File: src/rtl/uart_pkg.sv
// uart_pkg: host protocol byte constants and state encodings shared by the
// bus master and its UART core.
package uart_pkg;
   localparam logic [7:0] CMD_WRITE = 8'h57;
   localparam logic [7:0] CMD_READ  = 8'h52;
   localparam logic [7:0] RSP_OK    = 8'h4B;
   localparam logic [7:0] RSP_ERR   = 8'h3F;

   typedef enum logic [2:0] {
      IDLE, ADDR, DATA, BUS_WR, BUS_RD, RD_CAP, TX_LOAD, TX_WAIT
   } state_e;

   typedef enum logic [1:0] {RX_IDLE, RX_START, RX_DATA, RX_STOP} rx_state_e;
endpackage

File: src/rtl/uart.sv
// uart: 8N1 UART core; receiver samples mid-bit, transmitter sends LSB first.
// Reset is asynchronous so the line idles high as soon as rst rises.
module uart
   import uart_pkg::*;
#(
   parameter int CLKS_PER_BIT = 16
) (
   input  logic       clk,
   input  logic       rst,
   input  logic       rx,
   output logic       tx,
   input  logic       transmit,
   input  logic [7:0] tx_byte,
   output logic       received,
   output logic [7:0] rx_byte,
   output logic       is_receiving,
   output logic       is_transmitting,
   output logic       recv_error
);
   localparam int CW = $clog2(CLKS_PER_BIT) + 1;
   localparam logic [CW-1:0] BIT_LAST  = CW'(CLKS_PER_BIT - 1);
   localparam logic [CW-1:0] HALF_LAST = CW'(CLKS_PER_BIT / 2 - 1);

   logic [1:0]    sync_q;
   rx_state_e     rx_state_q, rx_state_d;
   logic [CW-1:0] rx_clk_q, rx_clk_d;
   logic [2:0]    rx_bit_q, rx_bit_d;
   logic [7:0]    rx_sh_q, rx_sh_d;
   logic          received_q, received_d, err_q, err_d;
   logic [9:0]    tx_sh_q;
   logic [3:0]    tx_cnt_q;
   logic [CW-1:0] tx_clk_q;
   logic          tx_busy_q;
   logic          rx_s;

   assign rx_s = sync_q[1];

   always_comb begin
      rx_state_d = rx_state_q;
      rx_clk_d   = rx_clk_q;
      rx_bit_d   = rx_bit_q;
      rx_sh_d    = rx_sh_q;
      received_d = 1'b0;
      err_d      = 1'b0;
      case (rx_state_q)
         RX_IDLE: if (!rx_s) begin
            rx_state_d = RX_START;
            rx_clk_d   = HALF_LAST;
         end
         RX_START:
            if (rx_clk_q != '0) rx_clk_d = rx_clk_q - 1'b1;
            else if (rx_s) rx_state_d = RX_IDLE;
            else begin
               rx_state_d = RX_DATA;
               rx_clk_d   = BIT_LAST;
               rx_bit_d   = '0;
            end
         RX_DATA:
            if (rx_clk_q != '0) rx_clk_d = rx_clk_q - 1'b1;
            else begin
               rx_sh_d  = {rx_s, rx_sh_q[7:1]};
               rx_clk_d = BIT_LAST;
               rx_bit_d = rx_bit_q + 3'd1;
               if (rx_bit_q == 3'd7) rx_state_d = RX_STOP;
            end
         default:
            if (rx_clk_q != '0) rx_clk_d = rx_clk_q - 1'b1;
            else begin
               rx_state_d = RX_IDLE;
               received_d = rx_s;
               err_d      = !rx_s;
            end
      endcase
   end

   always_ff @(posedge clk or posedge rst) begin
      if (rst) begin
         sync_q     <= 2'b11;
         rx_state_q <= RX_IDLE;
         rx_clk_q   <= '0;
         rx_bit_q   <= '0;
         rx_sh_q    <= '0;
         received_q <= 1'b0;
         err_q      <= 1'b0;
      end else begin
         sync_q     <= {sync_q[0], rx};
         rx_state_q <= rx_state_d;
         rx_clk_q   <= rx_clk_d;
         rx_bit_q   <= rx_bit_d;
         rx_sh_q    <= rx_sh_d;
         received_q <= received_d;
         err_q      <= err_d;
      end
   end

   // Frame is {stop, data, start}; shifting in ones leaves the line idle.
   always_ff @(posedge clk or posedge rst) begin
      if (rst) begin
         tx_sh_q   <= '1;
         tx_cnt_q  <= '0;
         tx_clk_q  <= '0;
         tx_busy_q <= 1'b0;
      end else if (!tx_busy_q) begin
         if (transmit) begin
            tx_sh_q   <= {1'b1, tx_byte, 1'b0};
            tx_cnt_q  <= 4'd9;
            tx_clk_q  <= BIT_LAST;
            tx_busy_q <= 1'b1;
         end
      end else if (tx_clk_q != '0) begin
         tx_clk_q <= tx_clk_q - 1'b1;
      end else if (tx_cnt_q == '0) begin
         tx_busy_q <= 1'b0;
      end else begin
         tx_sh_q  <= {1'b1, tx_sh_q[9:1]};
         tx_cnt_q <= tx_cnt_q - 4'd1;
         tx_clk_q <= BIT_LAST;
      end
   end

   assign tx              = tx_sh_q[0];
   assign received        = received_q;
   assign recv_error      = err_q;
   assign rx_byte         = rx_sh_q;
   assign is_receiving    = rx_state_q != RX_IDLE;
   assign is_transmitting = tx_busy_q;
endmodule

File: src/rtl/uart_bus_master.sv
// uart_bus_master: decodes 'W'/'R' host commands arriving over UART into
// single-cycle bus strobes and returns 'K', '?' or the 4 read bytes.
module uart_bus_master
   import uart_pkg::*;
#(
   parameter int TIMEOUT_CYCLES = 1000000,
   parameter int CLKS_PER_BIT   = 16
) (
   input  logic        clk,
   input  logic        reset_n,
   input  logic        serial_in,
   output logic        serial_out,
   output logic [31:0] address,
   output logic        writeenable,
   output logic [31:0] writedata,
   output logic        readenable,
   input  logic [31:0] readdata,
   output logic        busy
);
   localparam logic [23:0] TMO_LAST = 24'(TIMEOUT_CYCLES - 1);

   state_e      state_q, state_d;
   logic        write_q, write_d, seen_q, seen_d;
   logic [1:0]  cnt_q, cnt_d;
   logic [2:0]  len_q, len_d;
   logic [23:0] timer_q, timer_d;
   logic [31:0] address_q, address_d, writedata_q, writedata_d, reply_q, reply_d;
   logic        transmit, received, is_receiving, is_transmitting, recv_error;
   logic [7:0]  rx_byte;

   uart #(.CLKS_PER_BIT(CLKS_PER_BIT)) u_uart (
      .clk             (clk),
      .rst             (!reset_n),
      .rx              (serial_in),
      .tx              (serial_out),
      .transmit        (transmit),
      .tx_byte         (reply_q[31:24]),
      .received        (received),
      .rx_byte         (rx_byte),
      .is_receiving    (is_receiving),
      .is_transmitting (is_transmitting),
      .recv_error      (recv_error)
   );

   always_comb begin
      state_d     = state_q;
      write_d     = write_q;
      seen_d      = seen_q;
      cnt_d       = cnt_q;
      len_d       = len_q;
      timer_d     = timer_q;
      address_d   = address_q;
      writedata_d = writedata_q;
      reply_d     = reply_q;
      transmit    = 1'b0;
      case (state_q)
         IDLE: if (received) begin
            cnt_d   = '0;
            timer_d = '0;
            if (rx_byte == CMD_WRITE || rx_byte == CMD_READ) begin
               write_d = rx_byte == CMD_WRITE;
               state_d = ADDR;
            end else begin
               reply_d = {RSP_ERR, 24'h0};
               len_d   = 3'd1;
               state_d = TX_LOAD;
            end
         end
         ADDR, DATA:
            if (recv_error) state_d = IDLE;
            else if (received) begin
               timer_d = '0;
               cnt_d   = cnt_q + 2'd1;
               if (state_q == ADDR) address_d = {address_q[23:0], rx_byte};
               else writedata_d = {writedata_q[23:0], rx_byte};
               if (cnt_q == 2'd3) state_d = state_q == DATA ? BUS_WR : write_q ? DATA : BUS_RD;
            end
            // A frame already underway is allowed to finish before timing out.
            else if (timer_q >= TMO_LAST && !is_receiving) state_d = IDLE;
            else if (!is_receiving) timer_d = timer_q + 24'd1;
         BUS_WR: begin
            reply_d = {RSP_OK, 24'h0};
            len_d   = 3'd1;
            state_d = TX_LOAD;
         end
         BUS_RD: state_d = RD_CAP;
         RD_CAP: begin
            reply_d = readdata;
            len_d   = 3'd4;
            state_d = TX_LOAD;
         end
         TX_LOAD: if (!is_transmitting) begin
            transmit = 1'b1;
            reply_d  = {reply_q[23:0], 8'h00};
            len_d    = len_q - 3'd1;
            seen_d   = 1'b0;
            state_d  = TX_WAIT;
         end
         default:
            if (is_transmitting) seen_d = 1'b1;
            else if (seen_q) state_d = len_q != '0 ? TX_LOAD : IDLE;
      endcase
   end

   always_ff @(posedge clk or negedge reset_n) begin
      if (!reset_n) begin
         state_q     <= IDLE;
         write_q     <= 1'b0;
         seen_q      <= 1'b0;
         cnt_q       <= '0;
         len_q       <= '0;
         timer_q     <= '0;
         address_q   <= '0;
         writedata_q <= '0;
         reply_q     <= '0;
      end else begin
         state_q     <= state_d;
         write_q     <= write_d;
         seen_q      <= seen_d;
         cnt_q       <= cnt_d;
         len_q       <= len_d;
         timer_q     <= timer_d;
         address_q   <= address_d;
         writedata_q <= writedata_d;
         reply_q     <= reply_d;
      end
   end

   assign address     = address_q;
   assign writedata   = writedata_q;
   assign writeenable = state_q == BUS_WR;
   assign readenable  = state_q == BUS_RD;
   assign busy        = state_q != IDLE;
endmodule

File: config.mk
export PLATFORM = sky130hd
export DESIGN_NAME = uart_bus_master
export DESIGN_NICKNAME = d
export VERILOG_FILES = /design/src/rtl/uart_pkg.sv /design/src/rtl/uart.sv /design/src/rtl/uart_bus_master.sv
export SDC_FILE = /design/constraint.sdc
export NUM_CORES = 1
export LEC_CHECK = 0
export CORE_UTILIZATION = 60
export DETAILED_ROUTE_END_ITERATION = 10
export PLACE_DENSITY_LB_ADDON = 0.08
export SLEW_MARGIN = 30
export SYNTH_ARGS = -nofsm -noshare
export SYNTH_HDL_FRONTEND = slang
export SYNTH_SLANG_ARGS = --single-unit
File: constraint.sdc
create_clock -name clk -period 6.3 [get_ports clk]
set_input_delay 1.575 -clock clk [delete_from_list [all_inputs] [get_ports clk]]
set_output_delay 1.575 -clock clk [all_outputs]
set_load 0.02 [all_outputs]
==> results.md <==
* Die width at 117.0 um
* Yosys Warn Count at 0
* Post-synthesis sequential area ratio at 0.5414
* Clk pin slew, worst setup/hold paths at 60 ps
* Req. time, crit path at 4720 ps
* Status: completed
* Critical path's largest stage delay at about 700 ps
* Setup CP Type: flop to output pin
* Synth Flop Type: dfrtp_1
* Site row count at 41
* Syn avg cell area at 11.25 sq um
* Transition time of the tightest slew-check pin at about 840 ps
* DR WL/cell at 16.86 um
* Cts hold-fix bufs at 0
* Residual DRC at 0
* Met2 usage at 0.4264
* ANT cells at 0
* Synthesized area at 0.007929 sq mm
* Mean number of vias per cell at 5.921
* Synth-to-layout area growth at 20.86%
* Gates resized, CTS repair at 0
* Syn Nets at 753
* Layout Skew at 7.937 ps
* FF-to-FF setup slack at 3580 ps
* Setup TNS at 0 ps
* Pwr dens at 369.8 mW/mm^2
* WP buf/inv at 1
* Synth Area in Adders at 0.02178
* CP Cell Sequence: nor2b_1 > and2_1 > clkdlybuf4s50_1
* Xor and xnor area share after synthesis at 0.007732
* Max-Slew Margin vs Limit at 0.4378
* Core Area at between 0.01 and 0.015 sq mm
* Routed Antenna Nets at 0
* Io pins at 103
* Commonest non-fill, non-tap cell in the layout: dfrtp_1
* Total die area at 0.01368 sq mm
* Filler cell count at 864
* Tmin final at 3792 ps
* Final #Nets at between 800 and 900
* Final Max Slew Viols at 0
* Max Root-Sink Buffers at 2
* Worst Hold Depth at 0
* DRT Pass-1 Iters at 5
* Post-synthesis register bit count at between 150 and 200
* Largest net degree at the start of global routing at 117
* Async S/R FF share, synth at 1.000
* Vias in the first global route at 5641
* Family with the most delay on the worst path: flip-flops
* Post-synth EDFFs at 0
* RePlAce Congestion at 0.8788
* Critical Path AT at 2220 ps
* Crit path max-delay cell type: dfrtp_1
* Worst-Skew Late Latency at 420 ps
* Synth Instances at 705
* Largest family of logic cells by synthesized area: compound AO/OA/AOI/OAI gates
* Final period util at 0.6019
* DP HPWL at 11.02 mm
* Fraction of layout cells with a size suffix above 1 at 0.1635
* First-pass GRT wire length at around 27 mm
* Post CTS Setup Buffer Count at 0
* Root Buffer: clkbuf_16
* Reg-to-reg endpoint: timer_q[15]$_DFFE_PN0P_
* # setup viols final at 0
* Met1 GRT Util at 0.3436
* Peak supply drop at 261.5 uV
* CP max FO at 21
* Total Wirelength at about 16 mm
* Congestion Overflow GR at 0
* Worst R2R Start: u_uart.rx_state_q[0]$_DFFE_PN0P_
* Vias after detailed routing at 5761
* Met3 Track Usage GR at 0.05870
* RSZ-0062 raised after global routing: no
* Antenna violations before repair at 0
* Worst Hold End: u_uart.sync_q[1]$_DFF_PN1_
* Hold Violations, Final at 0
* Post-synthesis cell type count at 65
* Lkg Pwr at 4.383 nW
* # placed instances at 942
* Hold path start: u_uart.sync_q[0]$_DFF_PN1_
* Worst setup SP type: flop
* Compound-Gate Fraction of Synth Area at 0.1546
* H-tree levels at 4
* Commonest cells after routing, fill and taps aside: dfrtp_1 (160), clkdlybuf4s50_1 (101), mux2_2 (71), nand2_1 (49), a22o_1 (46)
* Effective utilization at floorplan at 0.6207
* Max Freq at about 260 MHz
* Die Height at between 100 and 150 um
* Initial drt markers at around 450
* R2r worst-path depth at 6
* Max Cap Viol at 0
* GRT Total Usage at 0.2582
* Layout Cells excl Fill at slightly below 1000
* CP Capture Type: output pin
* PortBufs at approximately 100
* Type of the worst min-delay path: flop to flop
* Post-synthesis mux area share at 0.1059
* Total CTS buffers at 17
* Busiest grt layer: met2
* Post-Synth Simple-Gate Area at 0.1335
* TritonCTS clock tree: built
* Clock sink total at ~170
[Yosys cell counts, types with 6 or more instances]
| cell | count | share of area |
|---|---|---|
| o21ai_0 | 31 | 0.020 |
| clkbuf_1 | 27 | 0.013 |
| o22ai_1 | 7 | 0.0055 |
| nand4_1 | 9 | 0.0071 |
| a22o_1 | 46 | 0.051 |
| a31oi_1 | 10 | 0.0079 |
| and2_1 | 11 | 0.0087 |
| ha_1 | 13 | 0.021 |
| dfrtp_1 | 160 | 0.50 |
| nand2b_1 | 11 | 0.0087 |
| inv_1 | 22 | 0.010 |
| nor2b_1 | 6 | 0.0047 |
| a21oi_1 | 30 | 0.019 |
| buf_1 | 8 | 0.0038 |
| nand3_1 | 15 | 0.0095 |
| dfstp_2 | 11 | 0.036 |
| mux2_2 | 71 | 0.10 |
| or3_1 | 7 | 0.0055 |
| o31ai_1 | 8 | 0.0076 |
| o211ai_1 | 7 | 0.0066 |
| nor3_1 | 11 | 0.0069 |
| nor2_1 | 45 | 0.021 |
| nand2_1 | 49 | 0.023 |
[kinds of logic after synthesis]
logic type,Yosys count
buffers and inverters,66
flip-flops,171
adder cells (fa/ha/maj),14
XOR/XNOR,7
multiplexers,75
AND/OR/NAND/NOR,199
AO/OA/AOI/OAI,173
[stage by stage]
| stage | cell area [sq um] | total power [mW] | setup WS [ps] | hold slack (ps) | utilization |
|---|---|---|---|---|---|
| 2_1_floorplan | 7929 | 2.303 | 3243 | 345.2 | - |
| 3_3_place_gp | 9024 | 2.507 | 2981 | 346.3 | 0.7064 |
| 3_5_place_dp | 9024 | 2.565 | 2962 | 349.5 | 0.7064 |
| 4_1_cts | 9579 | 3.558 | 2500 | 358.6 | 0.7499 |
| 5_1_grt | 9583 | 3.771 | 2384 | 359.9 | 0.7502 |
| 6_report | 9583 | 3.544 | 2508 | 356.8 | 0.7502 |
[sequential cells by signal, summed over array words and instances (netlist names), 4 cells and up]
register,flops
address,32
reply_q,32
timer_q,24
u_uart.rx_byte,8
u_uart.rx_clk_q,5
u_uart.tx_clk_q,5
u_uart.tx_cnt_q,4
u_uart.tx_sh_q,9
writedata,32
[worst max path at each step]
stage                      startpoint     endpoint  slack (ps)  cells past startpoint
4_1_cts        state_q[1]$_DFFE_PN0P_  writeenable        2500                      3
5_1_grt        state_q[1]$_DFFE_PN0P_  writeenable        2380                      3
3_3_place_gp   state_q[1]$_DFFE_PN0P_  writeenable        2980                      3
3_5_place_dp   state_q[1]$_DFFE_PN0P_  writeenable        2960                      3
2_1_floorplan  state_q[2]$_DFFE_PN0P_   readenable        3240                      4
6_report       state_q[1]$_DFFE_PN0P_  writeenable        2510                      3
[worst register-to-register path: stages, from the launching register on]
cell and delay (ps):
dfrtp_1 410, inv_1 110, ha_1 460, nor2b_1 460, nand2_1 400, or4_4 620, mux2i_1 130
[per-layer routing]
| layer | vias up | routed length (um) |
|---|---|---|
| met2 | 122 | 8336 |
| met5 | - | 0 |
| met3 | 15 | 559 |
| met4 | 0 | 150 |
| met1 | 2866 | 7354 |
| li1 | 2758 | - |
[area by class of cell]
type	count	area [sq um]	area share
multi-input combinational	468	3358	0.3504
timing repair buffer	109	1079	0.1125
sequential	171	4293	0.4480
tap	172	215.2	0.02246
clock inverter	11	108.9	0.01136
inverter	22	82.58	0.008617
clock buffer	20	446.7	0.04661
[power by group]
| group | leakage, nW | internal, mW | switching, mW |
|---|---|---|---|
| clock network | 0.272 | 0.559 | 0.425 |
| logic | 1.84 | 0.451 | 0.602 |
| registers | 2.27 | 1.32 | 0.183 |
| total | 4.38 | 2.33 | 1.21 |
Power figures use the tool's default switching activity.
==> edit: new RTL, config.mk and constraints unchanged <==
Register the inputs `serial_in` and `readdata` before use. The logic sees them one clock later.
--- a/src/rtl/uart_bus_master.sv
+++ b/src/rtl/uart_bus_master.sv
@@ -19,6 +19,14 @@
 );
    localparam logic [23:0] TMO_LAST = 24'(TIMEOUT_CYCLES - 1);
 
+   logic serial_q;
+   logic [31:0] readdata_q;
+
+   always_ff @(posedge clk) begin
+      serial_q   <= serial_in;
+      readdata_q <= readdata;
+   end
+
    state_e      state_q, state_d;
    logic        write_q, write_d, seen_q, seen_d;
    logic [1:0]  cnt_q, cnt_d;
@@ -31,7 +39,7 @@
    uart #(.CLKS_PER_BIT(CLKS_PER_BIT)) u_uart (
       .clk             (clk),
       .rst             (!reset_n),
-      .rx              (serial_in),
+      .rx              (serial_q),
       .tx              (serial_out),
       .transmit        (transmit),
       .tx_byte         (reply_q[31:24]),
@@ -85,7 +93,7 @@
          end
          BUS_RD: state_d = RD_CAP;
          RD_CAP: begin
-            reply_d = readdata;
+            reply_d = readdata_q;
             len_d   = 3'd4;
             state_d = TX_LOAD;
          end
Check against the original RTL: same outputs for any inputs over 4 cycles, from zero or initial values and one cycle with reset_n low; that may be too few to reach the edited logic, so the function may still have changed.
==> edit against the unedited design <==
- via count rose by 8.0%
- wire length rose by 14%
- area after synthesis rose by 8.8%
- sequential cell count rose by 33
- first-iteration DRC count rose by 15%
- synthesized cell count rose by 7.0%
- worst setup slack got worse by 0.80 ns
- cell area rose by 9.7%
- count of clock-buffer cells in the layout rose by 10
- total power rose by 18%
- maximum frequency fell by 17%
- utilization rose by 0.40 points
==> edit: results (changes against the unedited design) <==
finish:
  n_fill_cell: 921  # +6.6%
  drive_above_1_share_pct: 16.2  # -0.17 points
  nets: 898  # +7.3%
critical_path:
  crit_arrival_ns: 3.02  # +0.80 ns
  crit_slowest_cell: "clkinv_1"
  cp_max_fo: 28  # +33%
  cpPeakStageDelay_ns: 0.78  # +0.08 ns
placed_design:
  dp_hpwl_um: 12300  # +12%
  placed_cell_area_um2: 9780  # +8.3%
  dp_cells: 1007  # +6.9%
  place_congestion: 0.866  # -1.4%
global_routing:
  grt_max_degree: 69  # -41%
  grt_usage_pct: 26.0  # +0.17 points
  grt_first_pass_wirelength_um: 30600  # +13%
  antenna_found_initial: 0  # unchanged
yosys:
  synthesis.nets: 802  # +6.5%
  synth.distinct_cells: 71  # +9.2%
  synthTopCellsByArea: "dfrtp_1 46%, mux2_2 8.7%, dfxtp_1 7.7%, dfstp_2 3.4%, nand2_1 3.3%"
  synth_flop_cell: "dfrtp_1"
  synthTopCellsByCount: "160 x dfrtp_1, 76 x nand2_1, 67 x mux2_2, 44 x o21ai_0, 39 x nor2_1"
  netlist_instances: 754  # +7.0%
  async_flop_share_pct: 83.8  # -16 points
  ys_seq_area_share_pct: 57.4  # +3.3 points
timing:
  finClkSkew_ns: 0.0173  # +0.00935 ns
  tightest_slew_ns: 0.845  # +0.00168 ns
clock_network:
  htreeDepth: 1  # -3
  clock_path_buffers: 3  # +1
  clock_latency_ns: 0.50  # +0.08 ns
  cts_buffers: 21  # +4
pwr:
  p_leak_nw: 4.73  # +7.8%
  ir_drop_uv: 247  # -5.5%
outcome:
  status: "complete, no violations"
routing:
  drtIter0Drc: 519  # +15%
  first_pass_iters: 6  # +1
  routed-via-count: 6223  # +8.0%
  postRouteWirelength_um: 18700  # +14%
[edit: path summary, 6_finish.rpt]
path | slack [ns] | startpoint | cells after the start | endpoint
setup / recovery | 1.71 | state_q[2]$_DFFE_PN0P_ | 3 | readenable
hold / removal | 0.30 | serial_q$_DFF_P_ | 0 | u_uart.sync_q[0]$_DFF_PN1_
setup reg to reg | 3.56 | state_q[2]$_DFFE_PN0P_ | 5 | reply_q[27]$_DFFE_PN0P_
hold reg to reg | 0.30 | serial_q$_DFF_P_ | 0 | u_uart.sync_q[0]$_DFF_PN1_
max in group asynchronous | 4.05 | reset_n | 2 | cnt_q[0]$_DFFE_PN0P_
min in group asynchronous | 1.02 | reset_n | 1 | u_uart.rx_state_q[1]$_DFFE_PN0P_
[edit: area by class of cell]
class	instances	share of cell area, %
clock inverters	8	0.750
flip-flops and latches	204	47.1
inverters	30	1.07
multi-input cells	485	32.5
repair buffers	108	10.2
clock buffers	30	6.20
well taps	180	2.14
[edit: critical path, delay by kind of cell (launching register included)]
family	cells	cell delay [ns]
buffers and inverters	2	1.45
DFF	1	0.67
and+or+nand+nor	1	0.40
[edit: logic make-up (layout without fill, tap and decap cells)]
| family | Yosys count | in the layout | synth area share [%] |
|---|---|---|---|
| AOI/OAI and AO/OA | 177 | 177 | 14.1 |
| xor gates and xnor gates | 4 | 4 | 0.406 |
| adders and majority gates | 14 | 14 | 2.00 |
| buffers and inverters | 65 | 176 | 3.21 |
| DFF | 204 | 204 | 57.4 |
| muxes | 81 | 81 | 10.4 |
| and+or+nand+nor | 209 | 209 | 12.5 |
[edit: stage by stage]
stage          hold slack, ns  power (W)  worst slack [ns]  util, %
4_1_cts                 0.295    0.00420              1.74     75.4
3_5_place_dp            0.286    0.00291              2.25     70.2
5_1_grt                 0.297    0.00443              1.56     75.4
2_1_floorplan           0.284    0.00260              3.20        -
6_report                0.296    0.00419              1.71     75.4
3_3_place_gp            0.285    0.00283              2.35     70.1
[edit: per-layer routing]
layer	global-route usage, %	part of all wire, %	vias up
li1	-	-	2910
met1	36.6	44	3101
met2	42.3	49	181
met3	4.03	4.8	31
met4	6.56	1.7	0
met5	0	0	-
[edit: where the power goes]
group          internal (W)  switching [W]
sequential          0.00156       0.000239
clock              0.000766       0.000510
combinational      0.000449       0.000667
total               0.00278        0.00142
